==> config.mk <==
export PLATFORM = sky130hd
export DESIGN_NAME = regfile_port_ctrl
export DESIGN_NICKNAME = d
export VERILOG_FILES = /design/src/rtl/regfile_port_ctrl.sv
export SDC_FILE = /design/constraint.sdc
export NUM_CORES = 1
export LEC_CHECK = 0
export CAP_MARGIN = 10
export CORE_MARGIN = 1.5
export CORE_UTILIZATION = 30
export DETAILED_ROUTE_END_ITERATION = 10
export GPL_TIMING_DRIVEN = 0
export PLACE_DENSITY = 0.85
export SLEW_MARGIN = 20
export SYNTH_ARGS = -nofsm -noshare
export SYNTH_HDL_FRONTEND = slang
export SYNTH_SLANG_ARGS = --single-unit
==> constraint.sdc <==
create_clock -name clk -period 2.4 [get_ports clk]
set_input_delay 0.48 -clock clk [delete_from_list [all_inputs] [get_ports clk]]
set_output_delay 0.48 -clock clk [all_outputs]
set_load 0.01 [all_outputs]
==> src/rtl/regfile_port_ctrl.sv <==
// Port sequencer for the 32x32 core register file: clears every register after
// reset or clr, then passes core traffic through and lends the write port and
// read port 1 to a debug requester for one stalled core cycle.
module regfile_port_ctrl #(
    parameter int unsigned NREG = 32,
    parameter int unsigned AW   = 5,
    parameter int unsigned DW   = 32
) (
    input  logic          clk,
    input  logic          rst_n,
    input  logic          clr,
    input  logic          core_werf,
    input  logic [AW-1:0] core_wa,
    input  logic [DW-1:0] core_wd,
    input  logic [AW-1:0] core_ra1,
    output logic          core_stall,
    output logic          init_busy,
    output logic          rf_werf,
    output logic [AW-1:0] rf_wa,
    output logic [DW-1:0] rf_wd,
    output logic [AW-1:0] rf_ra1,
    input  logic [DW-1:0] rf_rd1,
    input  logic          dbg_req,
    input  logic          dbg_we,
    input  logic [AW-1:0] dbg_addr,
    input  logic [DW-1:0] dbg_wdata,
    output logic          dbg_ack,
    output logic [DW-1:0] dbg_rdata
);

    localparam logic [1:0] S_INIT = 2'd0;
    localparam logic [1:0] S_RUN  = 2'd1;
    localparam logic [1:0] S_DBG  = 2'd2;
    localparam logic [1:0] S_ACK  = 2'd3;

    localparam logic [AW-1:0] IDX_LAST = AW'(NREG - 1);

    logic [1:0]    state;
    logic [1:0]    state_next;
    logic [AW-1:0] idx;
    logic [AW-1:0] idx_next;
    logic [DW-1:0] rdata_next;
    logic          wr_en;

    // State, clear index and captured debug read data.
    always_ff @(posedge clk or negedge rst_n) begin
        if (!rst_n) begin
            state     <= S_INIT;
            idx       <= '0;
            dbg_rdata <= '0;
        end else begin
            state     <= state_next;
            idx       <= idx_next;
            dbg_rdata <= rdata_next;
        end
    end

    // Next-state and port steering; core pass-through is the default.
    always_comb begin
        state_next = state;
        idx_next   = idx;
        rdata_next = dbg_rdata;
        wr_en      = core_werf;
        rf_wa      = core_wa;
        rf_wd      = core_wd;
        rf_ra1     = core_ra1;
        core_stall = 1'b0;
        init_busy  = 1'b0;
        dbg_ack    = 1'b0;

        case (state)
            S_INIT: begin
                wr_en      = 1'b1;
                rf_wa      = idx;
                rf_wd      = '0;
                core_stall = 1'b1;
                init_busy  = 1'b1;
                if (idx == IDX_LAST) begin
                    idx_next   = '0;
                    state_next = S_RUN;
                end else begin
                    idx_next = idx + AW'(1);
                end
            end
            S_RUN: begin
                // clr wins; a concurrent debug request stays pending across the clear
                if (clr) begin
                    state_next = S_INIT;
                end else if (dbg_req) begin
                    state_next = S_DBG;
                end
            end
            S_DBG: begin
                core_stall = 1'b1;
                wr_en      = dbg_we;
                rf_wa      = dbg_addr;
                rf_wd      = dbg_wdata;
                rf_ra1     = dbg_addr;
                // read is combinational, so this is the pre-write value on a debug write
                rdata_next = rf_rd1;
                state_next = S_ACK;
            end
            S_ACK: begin
                dbg_ack    = 1'b1;
                state_next = S_RUN;
            end
            default: begin
                state_next = S_INIT;
                idx_next   = '0;
            end
        endcase
    end

    // No register-file write may leak out while reset is asserted.
    assign rf_werf = rst_n & wr_en;

endmodule

==> run_results.csv, run 1 <==
group,metric,value,unit
status,outcome,"finished, violations left",
status,failed_checks,"negative setup slack",
placement,gp_congestion,0.8960,
sta,rsz0062_at_grt,"true",
route,wl_per_cell,15.20,µm
route,viasPerCell,4.669,
sta,worst_pin_slew,0.4549,ns
setup_path,arrival,1.96,ns
power,p_per_area,1020,mW/mm²
clock_network,cts_buffers,5,
power,p_leak,2.002,nW
die,io_pins,195,
global_route,grt_pass1_wl,13330,µm
route,routed_wl,8222,µm
die,rows,31,
sta,finalCritPeriodShare,101.5,%
sta,max_slew_margin,69.67,%
setup_path,cp_slowest_cell,"dfrtp_1",
setup_path,critPathKind,"reg -> out",
setup_path,startpoint_type,"flip-flop",
placement,placed_cell_area,0.004362,mm²
power,switching_share,36.25,%
yosys,yosys_warnings,0,
clock_network,clk_latency,0.28,ns
clock_network,clk_pin_slew,0.08,ns
yosys,synth_cells,229,
clock_network,cts.sinks,39,
setup_path,crit_required,1.92,ns
route,via_count,2526,
power,p_int,2.933,mW
die,dieArea,0.008109,mm²
global_route,grt_pass1_vias,2684,
finish,antennaDiodeCount,0,
sta,finalHoldViolCount,0,
finish,final_common_cell,"clkdlybuf4s50_1",
setup_path,slowest_delay,0.41,ns
die,die_x,90.05,µm
yosys,synth_seq_cells,39,
clock_network,cts_htree_levels,2,
yosys,yosys.area_share.simple,16.18,%
yosys,synth-compound-area-share,11.45,%
sta,fin_skew,0.007034,ns
yosys,synth_top_family_by_area,"multiplexers",
finish,mostFrequentLayoutCells,"clkdlybuf4s50_1, nand2_1, mux2_2, dfrtp_1, nand2b_1",
setup_path,crit_fanout,10,
clock_network,cts_buffer_depth,2,
placement,dp_hpwl,6465,µm
setup_path,worst-path-buf-inv,4,
sta,setup-violations-final,3,
finish,nNetsFinal,565,
route,first_pass_iters,4,
yosys,synthAdderAreaFrac,3.853,%
die,start_util,31.18,%
route,ant_nets,0,
route,route.detailed.drc,0,
finish,nFillCells,641,
die,coreArea,0.007292,mm²
global_route,track_usage,19.95,%
yosys,ys_types,20,
placement,post-place-ws,-0.2438,ns
sta,drv_slew,0,
finish,area_growth_syn_to_layout,98.40,%
yosys,synth_xor_area_share,0,%
min_path,min_path_type,"in -> async",
sta,layout_setup_ws,-0.03635,ns
yosys,yosysSeqAreaShare,42.93,%
global_route,antenna_found_initial,0,
power,clkPwrFrac,12.1,%
yosys,syn_area,0.002273,mm²
placement,io_buffers,194,
finish,final_area,0.004511,mm²
run,maxCapViolations,0,
power,p_seq_share,25.7,%
setup_path,worst_setup_path_end_kind,"primary output",
yosys,muxShareOfSynthArea,21.13,%
sta,finalCriticalPeriod,2.436,ns
setup_path,cp_top_family,"buffers and inverters",
yosys,synth_fp_nets,353,
power,vdd_drop_max,0.0006972,V
global_route,grt_overflow,0,
yosys,avgSynthCellArea,9.928,µm²
power,switchingPower,1.668,mW
clock_network,cts_hold_buf,0,
finish,drive_above_1_share,23.98,%
setup_path,worstPathCellList,"inv_1 > ha_2 > buf_4 > clkbuf_4 > o21ai_0 > dlygate4sd2_1",
clock_network,root_buffer,"clkbuf_8",
global_route,grt_start_max_net_pins,24,
clock_network,cts_tree,"yes",
power,p_comb_share,62.2,%
route,drtIter0Drc,32,
sta,max_freq,410.5,MHz
die,die_h,90.05,µm
## cells in the mapped netlist
| library cell | n | area, µm² |
|---|---|---|
| a21boi_0 | 1 | 7.510 |
| a22o_1 | 3 | 26.28 |
| a22oi_1 | 5 | 37.54 |
| a31oi_1 | 1 | 6.260 |
| a32o_1 | 1 | 10.01 |
| and3_1 | 1 | 6.260 |
| buf_2 | 9 | 45.04 |
| buf_6 | 2 | 22.52 |
| clkbuf_1 | 5 | 18.77 |
| dfrtp_1 | 39 | 975.9 |
| ha_1 | 7 | 87.58 |
| inv_1 | 4 | 15.01 |
| mux2_2 | 40 | 450.4 |
| mux2i_1 | 3 | 30.03 |
| nand2_1 | 40 | 150.1 |
| nand2b_1 | 32 | 200.2 |
| nand3_1 | 1 | 5.000 |
| nor2_2 | 1 | 6.260 |
| o21ai_0 | 33 | 165.2 |
| o31ai_1 | 1 | 7.510 |
## cells by family (layout without fill, tap and decap cells)
group / Yosys count / after routing
multiplexers: 43 / 43
AO/OA/AOI/OAI: 45 / 45
flip-flops: 39 / 39
adder cells (fa/ha/maj): 7 / 7
buffers and inverters: 20 / 232
AND/OR/NAND/NOR: 75 / 76
## layer usage
metal	track usage, %	wire length [µm]	up-vias
li1	-	-	1204
met1	23.70	3353	1180
met2	34.79	4066	128
met3	5.838	648	14
met4	5.688	154	0
met5	0	0	-
## power groups by stage
stage,registers (mW),logic [mW],clock network (mW)
after CTS,1.18,2.90,0.581
final,1.18,2.86,0.556
after detailed placement,1.20,2.94,0
after global placement,1.17,2.88,0
after floorplan,1.30,1.14,0
after global routing,1.23,3.08,0.610
## cell type report
class	count	area (µm²)	area share [%]
flip-flops and latches	39	975.9	21.64
inverters	4	15.01	0.3329
well taps	99	123.9	2.746
repair buffers	204	1911	42.36
plain buffers	16	141.4	3.135
clock buffers	6	82.58	1.831
clock inverters	2	35.03	0.7767
multi-input cells	171	1226	27.18
## state kept, by name, summed over array words and instances, names as in the netlist
| register | count |
|---|---|
| dbg_rdata | 32 |
| idx | 5 |
| state | 2 |
## path summary, 6_finish.rpt
kind	startpoint	to	slack (ns)	depth (start not counted)
setup / recovery	state[1]	rf_wd[24]	-0.04	6
hold / removal	rst_n	dbg_rdata[10]	0.14	1
setup reg to reg	idx[0]	state[0]	0.61	6
hold reg to reg	dbg_rdata[24]	dbg_rdata[24]	0.51	1
max in group asynchronous	rst_n	dbg_rdata[1]	1.80	2
min in group clk	dbg_rdata[24]	dbg_rdata[24]	0.51	1
## metrics by stage
step / hold slack, ns / utilization [%] / TNS [ns] / instances / power, mW
2_1_floorplan: 0.1844 / - / 0 / 229 / 2.441
3_3_place_gp: 0.4896 / 59.51 / -7.055 / 522 / 4.048
3_5_place_dp: 0.4609 / 59.81 / -3.952 / 523 / 4.136
4_1_cts: 0.1391 / 62.32 / -0.7433 / 538 / 4.665
5_1_grt: 0.1589 / 61.86 / -0.8020 / 541 / 4.922
6_report: 0.1366 / 61.86 / -0.06198 / 541 / 4.601
## timing repair
action                                  4_1_cts  5_1_grt
gates resized for setup                     101       55
cloned                                        2        0
pin swaps                                     1        0
endpoints found under the hold margin         0        0
setup buffers                                 5        3
endpoints found under the setup margin       44       37
Power figures use the tool's default switching activity.
==> run 2: changes to the inputs <==
--- a/config.mk
+++ b/config.mk
@@ -8,9 +8,11 @@
 export CAP_MARGIN = 10
 export CORE_MARGIN = 1.5
 export CORE_UTILIZATION = 30
+export CTS_CLUSTER_DIAMETER = 120
 export DETAILED_ROUTE_END_ITERATION = 10
 export GPL_TIMING_DRIVEN = 0
 export PLACE_DENSITY = 0.85
+export SETUP_SLACK_MARGIN = 0.3
 export SLEW_MARGIN = 20
 export SYNTH_ARGS = -nofsm -noshare
 export SYNTH_HDL_FRONTEND = slang
==> run_results.csv, run 2 (synthesis results as in run 1) <==
group,metric,value,unit
placement,post-place-ws,-0.2438,ns
clock_network,cts_buffers,5,
setup_path,slowest_delay,0.39,ns
route,via_count,2618,
global_route,grt_pass1_vias,2837,
sta,max_freq,460.7,MHz
clock_network,cts.sinks,39,
sta,drv_slew,0,
clock_network,cts_buffer_depth,2,
die,io_pins,195,
route,drtIter0Drc,43,
min_path,min_path_type,"in -> async",
finish,area_growth_syn_to_layout,111.2,%
sta,rsz0062_at_grt,"true",
setup_path,cp_slowest_cell,"dfrtp_1",
global_route,antenna_found_initial,0,
setup_path,critPathKind,"reg -> out",
clock_network,cts_hold_buf,0,
sta,setup-violations-final,0,
clock_network,clk_pin_slew,0.07,ns
setup_path,crit_fanout,7,
power,p_seq_share,23.7,%
sta,worst_pin_slew,0.4535,ns
die,die_x,90.05,µm
power,vdd_drop_max,0.0007024,V
clock_network,cts_htree_levels,2,
placement,gp_congestion,0.8960,
setup_path,crit_required,1.92,ns
finish,largest_reg_flops,32,
power,p_per_area,1045,mW/mm²
power,power,5.017,mW
clock_network,clk_latency,0.28,ns
route,route.detailed.drc,0,
placement,io_buffers,194,
setup_path,worst-path-buf-inv,5,
sta,max_slew_margin,69.77,%
power,p_int,3.185,mW
power,p_comb_share,65.2,%
sta,layout_setup_ws,0.2293,ns
global_route,grt_overflow,0,
finish,largestRegisters,"dbg_rdata: 32 flops, idx: 5 flops, state: 2 flops",
die,die_h,90.05,µm
global_route,track_usage,21.14,%
sta,finalCritPeriodShare,90.45,%
sta,fin_skew,0.007129,ns
sta,finalHoldViolCount,0,
finish,mostFrequentLayoutCells,"clkdlybuf4s50_1, buf_2, nand2_1, dfrtp_1, mux2_2",
finish,final_common_cell,"clkdlybuf4s50_1",
route,wl_per_cell,16.06,µm
power,switchingPower,1.832,mW
sta,finalCriticalPeriod,2.171,ns
setup_path,cp_top_family,"buffers and inverters",
die,rows,31,
route,viasPerCell,4.743,
setup_path,worstPathCellList,"inv_2 > ha_4 > buf_8 > buf_8 > buf_6 > mux2_4 > buf_6",
setup_path,arrival,1.69,ns
sta,hold_slack,0.1365,ns
clock_network,root_buffer,"clkbuf_8",
power,switching_share,36.51,%
setup_path,startpoint_type,"flip-flop",
finish,antennaDiodeCount,0,
finish,regMostFlops,"dbg_rdata",
global_route,grt_pass1_wl,14110,µm
finish,drive_above_1_share,35.98,%
power,p_leak,2.135,nW
die,dieArea,0.008109,mm²
route,routed_wl,8864,µm
route,first_pass_iters,4,
route,ant_nets,0,
placement,dp_hpwl,6465,µm
status,outcome,"completed",
clock_network,cts_tree,"yes",
global_route,grt_start_max_net_pins,24,
die,coreArea,0.007292,mm²
run,maxCapViolations,0,
power,clkPwrFrac,11.1,%
finish,nNetsFinal,576,
setup_path,worst_setup_path_end_kind,"primary output",
die,start_util,31.18,%
## run 2: cell count changes in the layout (fill, tap and decap cells not counted), sizes merged
cell | previous run | this run
buf | 33 | 78
bufbuf | 0 | 1
clkbuf | 23 | 10
clkdlybuf4s15 | 5 | 0
clkdlybuf4s50 | 150 | 147
dlygate4sd2 | 12 | 1
dlymetal6s2s | 3 | 1
nor2 | 2 | 1
## run 2: final timing paths
path	slack, ns	cells after the start	from	endpoint
hold reg to reg	0.51	1	dbg_rdata[24]	dbg_rdata[24]
setup reg to reg	0.58	6	idx[0]	state[0]
hold / removal	0.14	1	rst_n	dbg_rdata[10]
min in group clk	0.51	1	dbg_rdata[24]	dbg_rdata[24]
max in group asynchronous	1.80	2	rst_n	dbg_rdata[1]
setup / recovery	0.23	7	state[0]	rf_ra1[2]
## run 2: layer usage
layer	part of all wire, %	wire length [µm]	track usage (%)	vias to the layer above
met5	0	0	0	-
met4	2.2	196	6.481	0
met3	7.5	665	6.007	16
met2	50	4469	37.56	140
met1	40	3532	24.44	1235
li1	-	-	-	1227
## run 2: power by group through the flow
stage	logic (mW)	registers [mW]	clock network [mW]
CTS	3.09	1.19	0.581
global route	3.50	1.24	0.610
global placement	2.88	1.17	0
detailed placement	2.94	1.20	0
finish	3.27	1.19	0.556
floorplan	1.14	1.30	0
## run 2: per-stage QoR
| stage | std cells | TNS [ns] | instance area, µm² | utilization, % |
|---|---|---|---|---|
| after floorplan | 229 | 0 | 2273 | - |
| after global placement | 522 | -7.055 | 4339 | 59.51 |
| after global routing | 552 | 0 | 4801 | 65.84 |
| after detailed placement | 523 | -3.952 | 4362 | 59.81 |
| final | 552 | 0 | 4801 | 65.84 |
| after CTS | 550 | 0 | 4651 | 63.78 |
## run 2: final cells by class
class	instances	area, µm²
Clock buffer	6	82.58
Timing Repair Buffer	216	1997
Clock inverter	2	35.03
Fill cell	554	2491
Multi-Input combinational cell	170	1379
Buffer	16	192.7
Sequential cell	39	975.9
Tap cell	99	123.9
Inverter	4	15.01
## run 2: repair_timing
| item | CTS | global route |
|---|---|---|
| setup buffers | 16 | 2 |
| endpoints found under the setup margin | 45 | 45 |
| gates resized for setup | 271 | 37 |
| pin swaps | 8 | 6 |
| cloned | 3 | 0 |
